[config.mk]
export PLATFORM = sky130hd
export DESIGN_NAME = rr_arbiter16
export DESIGN_NICKNAME = d
export VERILOG_FILES = /design/src/rtl/rr_arb_pkg.sv /design/src/rtl/rr_pick.sv /design/src/rtl/rr_arbiter16.sv
export SDC_FILE = /design/constraint.sdc
export NUM_CORES = 1
export LEC_CHECK = 0
export BUFFER_PORTS_ARGS = -buffer_cell sky130_fd_sc_hd__buf_4
export CORE_UTILIZATION = 63
export CTS_CLUSTER_DIAMETER = 150
export DETAILED_ROUTE_END_ITERATION = 8
export PLACE_DENSITY = 0.84
export RECOVER_POWER = 25
export SYNTH_ARGS = -nofsm -noshare
export SYNTH_HDL_FRONTEND = slang
export SYNTH_SLANG_ARGS = --single-unit
[constraint.sdc]
create_clock -name clk -period 8.05 [get_ports clk]
set_clock_uncertainty 0.05 [all_clocks]
set_input_delay 2.0125 -clock clk [delete_from_list [all_inputs] [get_ports clk]]
set_output_delay 2.0125 -clock clk [all_outputs]
set_load 0.02 [all_outputs]
[src/rtl/rr_arb_pkg.sv]
// Shared types and constants for the 16-way round-robin arbiter.
package rr_arb_pkg;

    localparam int N     = 16;
    localparam int IDX_W = 4;

    typedef enum logic [1:0] {
        IDLE = 2'd0,
        OWN  = 2'd1,
        COOL = 2'd2
    } state_t;

    // Next pointer after an owner leaves: one below it, 0 wrapping to 15.
    function automatic logic [IDX_W-1:0] dec_wrap(input logic [IDX_W-1:0] idx);
        return idx - IDX_W'(1);
    endfunction

endpackage

[src/rtl/rr_pick.sv]
// Combinational winner search: descending from ptr with wrap-around.
module rr_pick
    import rr_arb_pkg::*;
(
    input  logic [N-1:0]     req,
    input  logic [IDX_W-1:0] ptr,
    output logic [IDX_W-1:0] win_idx,
    output logic             win_valid
);

    logic [2*N-1:0]   req_dbl;
    logic [IDX_W:0]   base;
    logic [N-1:0]     rot;
    logic [IDX_W-1:0] off;

    // rot[j] = req[(ptr+1+j) mod N], so rot[N-1] is req[ptr], rot[N-2] is req[ptr-1], ...
    // and the highest set bit of rot is the first hit of the descending search.
    assign req_dbl = {req, req};
    assign base    = {1'b0, ptr} + (IDX_W+1)'(1);
    assign rot     = req_dbl[base +: N];

    // Priority-encode the rotated vector, highest bit wins.
    always_comb begin
        off       = '0;
        win_valid = 1'b0;
        for (int j = 0; j < N; j++) begin
            if (rot[j]) begin
                off       = IDX_W'(j);
                win_valid = 1'b1;
            end
        end
    end

    assign win_idx = off + ptr + IDX_W'(1);

endmodule

[src/rtl/rr_arbiter16.sv]
// 16-way round-robin arbiter with registered one-hot grant, hold timeout
// and a mandatory dead cycle between owners.
//
//   state | meaning
//   IDLE  | no owner; arbitrate on each edge when ena=1
//   OWN   | grant held; ends on rel, owner dropping req, or hold timeout
//   COOL  | one dead cycle with gnt=0 before arbitrating again
module rr_arbiter16
    import rr_arb_pkg::*;
#(
    parameter int MAX_HOLD = 15,
    parameter int CNT_W    = 4
) (
    input  logic             clk,
    input  logic             rst,
    input  logic             ena,
    input  logic [N-1:0]     req,
    input  logic             rel,       // owner finished ("release" is a reserved word)
    output logic [N-1:0]     gnt,
    output logic [IDX_W-1:0] gnt_idx,
    output logic             gnt_valid,
    output logic             timeout,
    output logic             busy
);

    localparam bit             HOLD_EN   = (MAX_HOLD != 0);
    localparam logic [CNT_W-1:0] HOLD_LAST = HOLD_EN ? CNT_W'(MAX_HOLD - 1) : '0;

    state_t           state, state_nxt;
    logic [N-1:0]     gnt_nxt;
    logic [IDX_W-1:0] idx_nxt;
    logic [IDX_W-1:0] ptr, ptr_nxt;
    logic [CNT_W-1:0] hold_cnt, cnt_nxt;
    logic             timeout_nxt;
    logic [IDX_W-1:0] win_idx;
    logic             win_valid;
    logic             owner_req;
    logic             hold_done;

    rr_pick u_pick (
        .req       (req),
        .ptr       (ptr),
        .win_idx   (win_idx),
        .win_valid (win_valid)
    );

    assign owner_req = req[gnt_idx];
    assign hold_done = HOLD_EN && (hold_cnt == HOLD_LAST);

    // Next-state and next-output decode.
    always_comb begin
        state_nxt   = state;
        gnt_nxt     = gnt;
        idx_nxt     = gnt_idx;
        ptr_nxt     = ptr;
        cnt_nxt     = hold_cnt;
        timeout_nxt = 1'b0;
        unique case (state)
            IDLE: begin
                if (ena && win_valid) begin
                    gnt_nxt          = '0;
                    gnt_nxt[win_idx] = 1'b1;
                    idx_nxt          = win_idx;
                    cnt_nxt          = '0;
                    state_nxt        = OWN;
                end
            end
            OWN: begin
                cnt_nxt = hold_cnt + CNT_W'(1);
                if (rel || !owner_req || hold_done) begin
                    gnt_nxt     = '0;
                    idx_nxt     = '0;
                    ptr_nxt     = dec_wrap(gnt_idx);
                    state_nxt   = COOL;
                    // Only a pure hold expiry counts as a forced revoke.
                    timeout_nxt = !rel && owner_req;
                end
            end
            COOL: begin
                state_nxt = IDLE;
            end
            default: begin
                state_nxt = IDLE;
            end
        endcase
    end

    // State, pointer, counter and output registers.
    always_ff @(posedge clk or posedge rst) begin
        if (rst) begin
            state    <= IDLE;
            gnt      <= '0;
            gnt_idx  <= '0;
            ptr      <= IDX_W'(N - 1);
            hold_cnt <= '0;
            timeout  <= 1'b0;
        end else begin
            state    <= state_nxt;
            gnt      <= gnt_nxt;
            gnt_idx  <= idx_nxt;
            ptr      <= ptr_nxt;
            hold_cnt <= cnt_nxt;
            timeout  <= timeout_nxt;
        end
    end

    assign gnt_valid = |gnt;
    assign busy      = (state != IDLE);

endmodule

==> impl_metrics.env, run 1 <==
export IMPL_maxCapViolations=1
export IMPL_drive_above_1_share_pct=27.9
export IMPL_ys_warn_count=0
export IMPL_startpoint="req[3]"
export IMPL_dr_first_iter_drc_count=348
export IMPL_slew_headroom_pct=-8.04
export IMPL_ys_types=62
export IMPL_ys_ff_latch=31
export IMPL_cp_arrival_ps=5900
export IMPL_cp_max_fo=9
export IMPL_cts_resized=0
export IMPL_vias_per_cell=6.59
export IMPL_dieArea_um2=5340
export IMPL_grt_overflow=0
export IMPL_num_rows=25
export IMPL_min_from="gnt[14]$_DFFE_PP0P_"
export IMPL_crit_family="multiplexers"
export IMPL_peakVddDrop_v=0.000460
export IMPL_drv_slew=32
export IMPL_grt_pass1_vias=2468
export IMPL_status="finished, violations left"
export IMPL_hold_viol=0
export IMPL_rsz0062_at_grt="no"
export IMPL_coreArea_um2=4790
export IMPL_cp_slowest_cell="xnor2_1"
export IMPL_leakage_nw=1.59
export IMPL_final_cell_mix="45 x nand2_1, 42 x buf_4, 27 x dfrtp_1"
export IMPL_track_usage_pct=30.5
export IMPL_final_nets=381
export IMPL_fin_crit_sh_pct=72.0
export IMPL_period_needed_ps=5790
export IMPL_critPathMaxStageDelay_ps=600
export IMPL_synth_ff_type="dfrtp_1"
export IMPL_cts_buffer_depth=2
export IMPL_h_tree_depth=2
export IMPL_whs_path_depth=1
export IMPL_syn_nets=348
export IMPL_vias=2779
export IMPL_synth_edf_count=0
export IMPL_cts_buffers=5
export IMPL_die_w_um=73.1
export IMPL_diodes=0
export IMPL_cp_end_kind="flop"
export IMPL_fin_setup_tns_ps=0
export IMPL_fill_cells=352
export IMPL_rr_worst_depth=15
export IMPL_dr_pass1_iters=5
export IMPL_async_flop_share_pct=100
export IMPL_r2r_slack_ps=3080
export IMPL_violations="capacitance limit, slew limit"
export IMPL_drc=0
export IMPL_start_kind="input port"
export IMPL_path_depth=15
export IMPL_ant_nets=0
export IMPL_path_cells="buf_4 -> mux4_1 -> or2b_1 -> a21oi_1 -> nand3_1 -> a21oi_1 -> nor4b_1 -> o21ai_0 -> ha_1 -> a21o_1 -> a21o_1 -> xnor2_1 -> nor3_1 -> mux2_1 -> mux2_4"
export IMPL_setup_violations=0
export IMPL_syn_area_per_cell_um2=9.92
export IMPL_gp_congestion=0.998
export IMPL_wl_per_cell_um=18.0
export IMPL_r2r_start="ptr[1]$_DFFE_PP1P_"
export IMPL_initial_core_util_pct=66.5
export IMPL_worst_ep_required_time_ps=8160
export IMPL_post_cts_buffers=0
export IMPL_fmax_mhz=173
export IMPL_grt_max_degree=32
export IMPL_critical_path_buf_inv_count=1
export IMPL_synth_area_um2=3180
export IMPL_hold_buffers=0
export IMPL_clkSinkCount=31
export IMPL_hold_slack_ps=487
export IMPL_die_h_um=73.1
export IMPL_cts_root_buf="clkbuf_8"
export IMPL_min_path_type="flop to flop"
export IMPL_antenna_found_initial=0
export IMPL_port_buffer_count=42
export IMPL_final_common_cell="nand2_1"
export IMPL_post_dp_hpwl_um=5700
export IMPL_worstSetupPathType="input port to flop"
export IMPL_cts_tree="yes"
export IMPL_clk_pin_slew_worst_paths_ps=60
export IMPL_worst_pin_slew_ps=1620
export IMPL_syn_inst=321
export IMPL_area_growth_pct=10.5
export IMPL_p_per_area_nw_per_um2=462
export IMPL_wirelength_um=7610
export IMPL_total_power_w=0.00162
export IMPL_grt_pass1_wl_um=12400
export IMPL_io_pins=43
export IMPL_clk_latency_ps=280
export IMPL_yosysSeqAreaShare_pct=24.5
routing by layer:
metal	share of wire, %	wire, um	GRT usage, %	vias to the layer above
li1	-	-	-	1287
met1	45	3420	46.5	1344
met2	46	3480	45.0	130
met3	6.9	528	3.87	18
met4	2.4	179	9.37	0
met5	0	0	0	-
registers in the layout, summed over array words and instances, names as in the netlist:
signal / flops
gnt_idx: 4
state: 2
timeout: 1
gnt: 16
ptr: 4
hold_cnt: 4
logic make-up (layout without fill, tap and decap cells):
group	Yosys count	in the layout	synth area share, %
flip-flops	31	31	24.5
multiplexers	72	72	32.5
adder cells (fa/ha/maj)	7	7	2.99
AO/OA/AOI/OAI	63	63	14.5
XOR/XNOR	7	7	1.93
AND/OR/NAND/NOR	108	108	16.4
buffers and inverters	33	67	7.08
area by class of cell:
class	count	area, um^2	area share (%)
multi-input cells	257	2180	61.9
flip-flops and latches	31	781	22.2
repair buffers	44	327	9.29
clock buffers	7	86.3	2.46
well taps	67	83.8	2.38
inverters	15	56.3	1.60
clock inverters	1	5.00	0.142
final timing paths:
check	to
worst max-delay path	gnt[10]$_DFFE_PP0P_
worst min register to register	gnt[14]$_DFFE_PP0P_
worst min-delay path	gnt[14]$_DFFE_PP0P_
max in group asynchronous	gnt[9]$_DFFE_PP0P_
min in group asynchronous	hold_cnt[2]$_DFFE_PP0P_
worst max register to register	gnt[10]$_DFFE_PP0P_
stage by stage:
| stage | instances | worst slack (ps) | utilization, % | cell area [um^2] |
|---|---|---|---|---|
| floorplan | 321 | 2590 | - | 3180 |
| global placement | 414 | 2110 | 71.6 | 3430 |
| detailed placement | 414 | 2030 | 71.6 | 3430 |
| CTS | 422 | 2320 | 73.5 | 3520 |
| global route | 422 | 2050 | 73.5 | 3520 |
| finish | 422 | 2260 | 73.5 | 3520 |
cells in the mapped netlist (2+ instances only):
cell type	count	area, um^2
mux2_4	11	165
nand4_1	6	37.5
xor2_1	2	17.5
ha_1	6	75.1
a21oi_1	18	90.1
nand3b_1	2	15.0
mux2i_1	21	210
clkbuf_1	7	26.3
a22oi_1	2	15.0
clkbuf_8	4	55.1
mux4_1	5	131
a21o_1	3	22.5
mux2_2	13	146
nor4_1	7	43.8
mux4_2	12	270
a31oi_1	3	18.8
o2bb2ai_1	5	43.8
o2111ai_1	2	17.5
dfrtp_1	27	676
dfstp_2	4	105
and2_1	2	12.5
nor2_1	13	48.8
inv_1	15	56.3
xnor2_1	5	43.8
a211oi_1	5	37.5
nand2_1	45	169
a2111oi_0	2	17.5
o21ai_0	5	25.0
nor3_1	9	45.0
mux2_1	10	113
buf_6	4	45.0
a21boi_0	3	22.5
nand3_1	12	60.1
o21a_1	2	15.0
o22ai_2	2	25.0
worst register-to-register path: stages, from the launching register on:
cell	delay, ps
dfstp_2	940
mux4_1	740
nand2_1	110
nand2_1	100
or4_1	480
a211oi_1	240
o31ai_1	110
a21oi_1	170
ha_1	160
inv_1	60
a21o_1	150
a21o_1	200
xnor2_1	600
nor3_1	160
mux2_1	330
mux2_4	270
report_power, final:
part	switching [W]	internal [W]	total [W]	leakage, nW
logic	0.000650	0.000502	0.00115	1.14
clock network	0.0000556	0.0000689	0.000124	0.0482
registers	0.000132	0.000217	0.000349	0.407
total	0.000837	0.000788	0.00162	1.59
Note: power is estimated with default switching activity, not from simulation.
==> run 2: changes to the inputs <==
--- a/config.mk
+++ b/config.mk
@@ -6,10 +6,10 @@
 export NUM_CORES = 1
 export LEC_CHECK = 0
 export BUFFER_PORTS_ARGS = -buffer_cell sky130_fd_sc_hd__buf_4
-export CORE_UTILIZATION = 63
+export CORE_UTILIZATION = 53
 export CTS_CLUSTER_DIAMETER = 150
 export DETAILED_ROUTE_END_ITERATION = 8
-export PLACE_DENSITY = 0.84
+export PLACE_DENSITY = 0.75
 export RECOVER_POWER = 25
 export SYNTH_ARGS = -nofsm -noshare
 export SYNTH_HDL_FRONTEND = slang
==> constraint.sdc (replaced) <==
create_clock -name clk -period 5.2 [get_ports clk]
set_clock_uncertainty 0.05 [all_clocks]
set_input_delay 1.3 -clock clk [delete_from_list [all_inputs] [get_ports clk]]
set_output_delay 1.3 -clock clk [all_outputs]
set_load 0.02 [all_outputs]
==> run 2 against run 1 <==
Compared with the run above: the flow still finishes with violations (capacitance limit, slew limit); first-iteration DRC count is 34% lower; combinational power is 63% higher; via count is 0.40% higher; sequential share of layout area is 0.37 points lower; hold slack worse by 8.5 ps; global-route usage is 3.9 points lower; die area is 18% higher; count of clock-buffer cells in the layout is 1 higher; sequential cell count stayed put; non-clock buffer count is 4 higher; critical path type unchanged.
==> impl_metrics.env, run 2 (synthesis results as in run 1) <==
export IMPL_clkSinkCount=31
export IMPL_die_h_um=79.5
export IMPL_leakage_nw=1.63
export IMPL_clk_latency_ps=290
export IMPL_start_kind="input port"
export IMPL_cts_buffers=5
export IMPL_highest_layer="met4"
export IMPL_drv_slew=32
export IMPL_path_cells="buf_4 -> mux4_1 -> a211oi_1 -> nand2_1 -> nand3_1 -> a31oi_1 -> nor4b_1 -> o21ai_0 -> ha_1 -> a21o_1 -> a21o_1 -> xnor2_2 -> nor3_1 -> mux2_1 -> mux2_4"
export IMPL_worst_ep_required_time_ps=5330
export IMPL_worst_pin_slew_ps=1650
export IMPL_fin_setup_tns_ps=0
export IMPL_peakVddDrop_v=0.000385
export IMPL_dieArea_um2=6320
export IMPL_slew_headroom_pct=-10.0
export IMPL_diodes=0
export IMPL_final_common_cell="buf_4"
export IMPL_cts_root_buf="clkbuf_8"
export IMPL_critPathMaxStageDelay_ps=570
export IMPL_violations="capacitance limit, slew limit"
export IMPL_die_w_um=79.5
export IMPL_min_path_type="flop to flop"
export IMPL_dr_pass1_iters=7
export IMPL_regMostFlops="gnt"
export IMPL_cp_max_fo=6
export IMPL_largest_register_ffs=16
export IMPL_vias_per_cell=6.47
export IMPL_dr_first_iter_drc_count=231
export IMPL_ant_nets=0
export IMPL_rsz0062_at_grt="no"
export IMPL_crit_family="multiplexers"
export IMPL_critical_path_buf_inv_count=1
export IMPL_status="finished, violations left"
export IMPL_vias=2790
export IMPL_period_needed_ps=4820
export IMPL_cp_end_kind="flop"
export IMPL_cts_tree="yes"
export IMPL_wirelength_um=7900
export IMPL_h_tree_depth=2
export IMPL_grt_max_degree=32
export IMPL_grt_pass1_vias=2573
export IMPL_drive_above_1_share_pct=29.2
export IMPL_cp_common_cell="a21o_1"
export IMPL_io_pins=43
export IMPL_fin_crit_sh_pct=92.7
export IMPL_grt_overflow=0
export IMPL_hold_viol=0
export IMPL_post_dp_hpwl_um=5890
export IMPL_fmax_mhz=207
export IMPL_cp_slowest_cell="mux4_1"
export IMPL_area_growth_pct=12.3
export IMPL_port_buffer_count=42
export IMPL_initial_core_util_pct=56.4
export IMPL_p_per_area_nw_per_um2=734
export IMPL_track_usage_pct=26.6
export IMPL_grt_pass1_wl_um=13000
export IMPL_cp_arrival_ps=4950
export IMPL_maxCapViolations=1
export IMPL_route_met3_wl_um=529
export IMPL_gp_congestion=0.859
export IMPL_worstSetupPathType="input port to flop"
export IMPL_wl_per_cell_um=18.3
export IMPL_fill_cells=489
export IMPL_coreArea_um2=5640
export IMPL_num_rows=27
export IMPL_cts_buffer_depth=2
export IMPL_clk_pin_slew_worst_paths_ps=70
export IMPL_final_nets=385
export IMPL_hold_slack_ps=478
export IMPL_final_seq_area_um2=781
export IMPL_drc=0
export IMPL_antenna_found_initial=0
export IMPL_met1_length_um=3620
export IMPL_final_cell_mix="46 x buf_4, 45 x nand2_1, 27 x dfrtp_1"
export IMPL_multiInputGateArea_um2=2190
export IMPL_setup_violations=0
export IMPL_wl_met2_um=3660
## run 2: cell types whose count changed in the layout (fill, tap and decap cells not counted), sizes merged
cell | before | now
buf | 42 | 46
clkinv | 1 | 0
clkbuf | 9 | 10
## run 2: metrics by stage
stage	utilization, %	total power, W	setup slack [ps]	std cells	area (um^2)
floorplan	-	0.00194	452	321	3180
global placement	61.4	0.00232	132	423	3460
detailed placement	61.4	0.00236	39.6	423	3460
CTS	63.2	0.00259	345	431	3560
global route	63.4	0.00283	94.2	431	3580
finish	63.4	0.00262	379	431	3580
## run 2: layout make-up
type,instances,share of cell area (%)
Inverter,15,1.57
Tap cell,72,2.52
Timing Repair Buffer,48,9.97
Multi-Input combinational cell,257,61.3
Sequential cell,31,21.8
Clock buffer,8,2.80
## run 2: path summary, 6_finish.rpt
kind                                     from                 endpoint  slack [ps]  cells after the start
hold reg to reg            gnt[1]$_DFFE_PP0P_       gnt[1]$_DFFE_PP0P_         480                      1
max in group asynchronous                 rst  hold_cnt[0]$_DFFE_PP0P_        2600                      3
setup / recovery                       req[5]      gnt[10]$_DFFE_PP0P_         380                     15
hold / removal             gnt[1]$_DFFE_PP0P_       gnt[1]$_DFFE_PP0P_         480                      1
setup reg to reg           ptr[1]$_DFFE_PP1P_      gnt[10]$_DFFE_PP0P_         630                     14
min in group asynchronous                 rst   gnt_idx[1]$_DFFE_PP0P_        1540                      3
## run 2: timing repair
action	4_1_cts	5_1_grt
buffers inserted	0	0
resized for setup	0	2
endpoints found under the setup margin	0	5
hold buffers	0	0
## run 2: report_power, final
group	leakage [nW]	switching, W	internal (W)	total, W
registers	0.407	0.000193	0.000336	0.000530
clock network	0.0515	0.0000900	0.000121	0.000211
logic	1.17	0.00104	0.000845	0.00188
## run 2: routing by layer
layer / vias to the layer above / global-route usage, %
met1: 1360 / 37.5
met5: - / 0
met2: 120 / 41.7
met3: 9 / 5.60
li1: 1301 / -
met4: 0 / 6.00
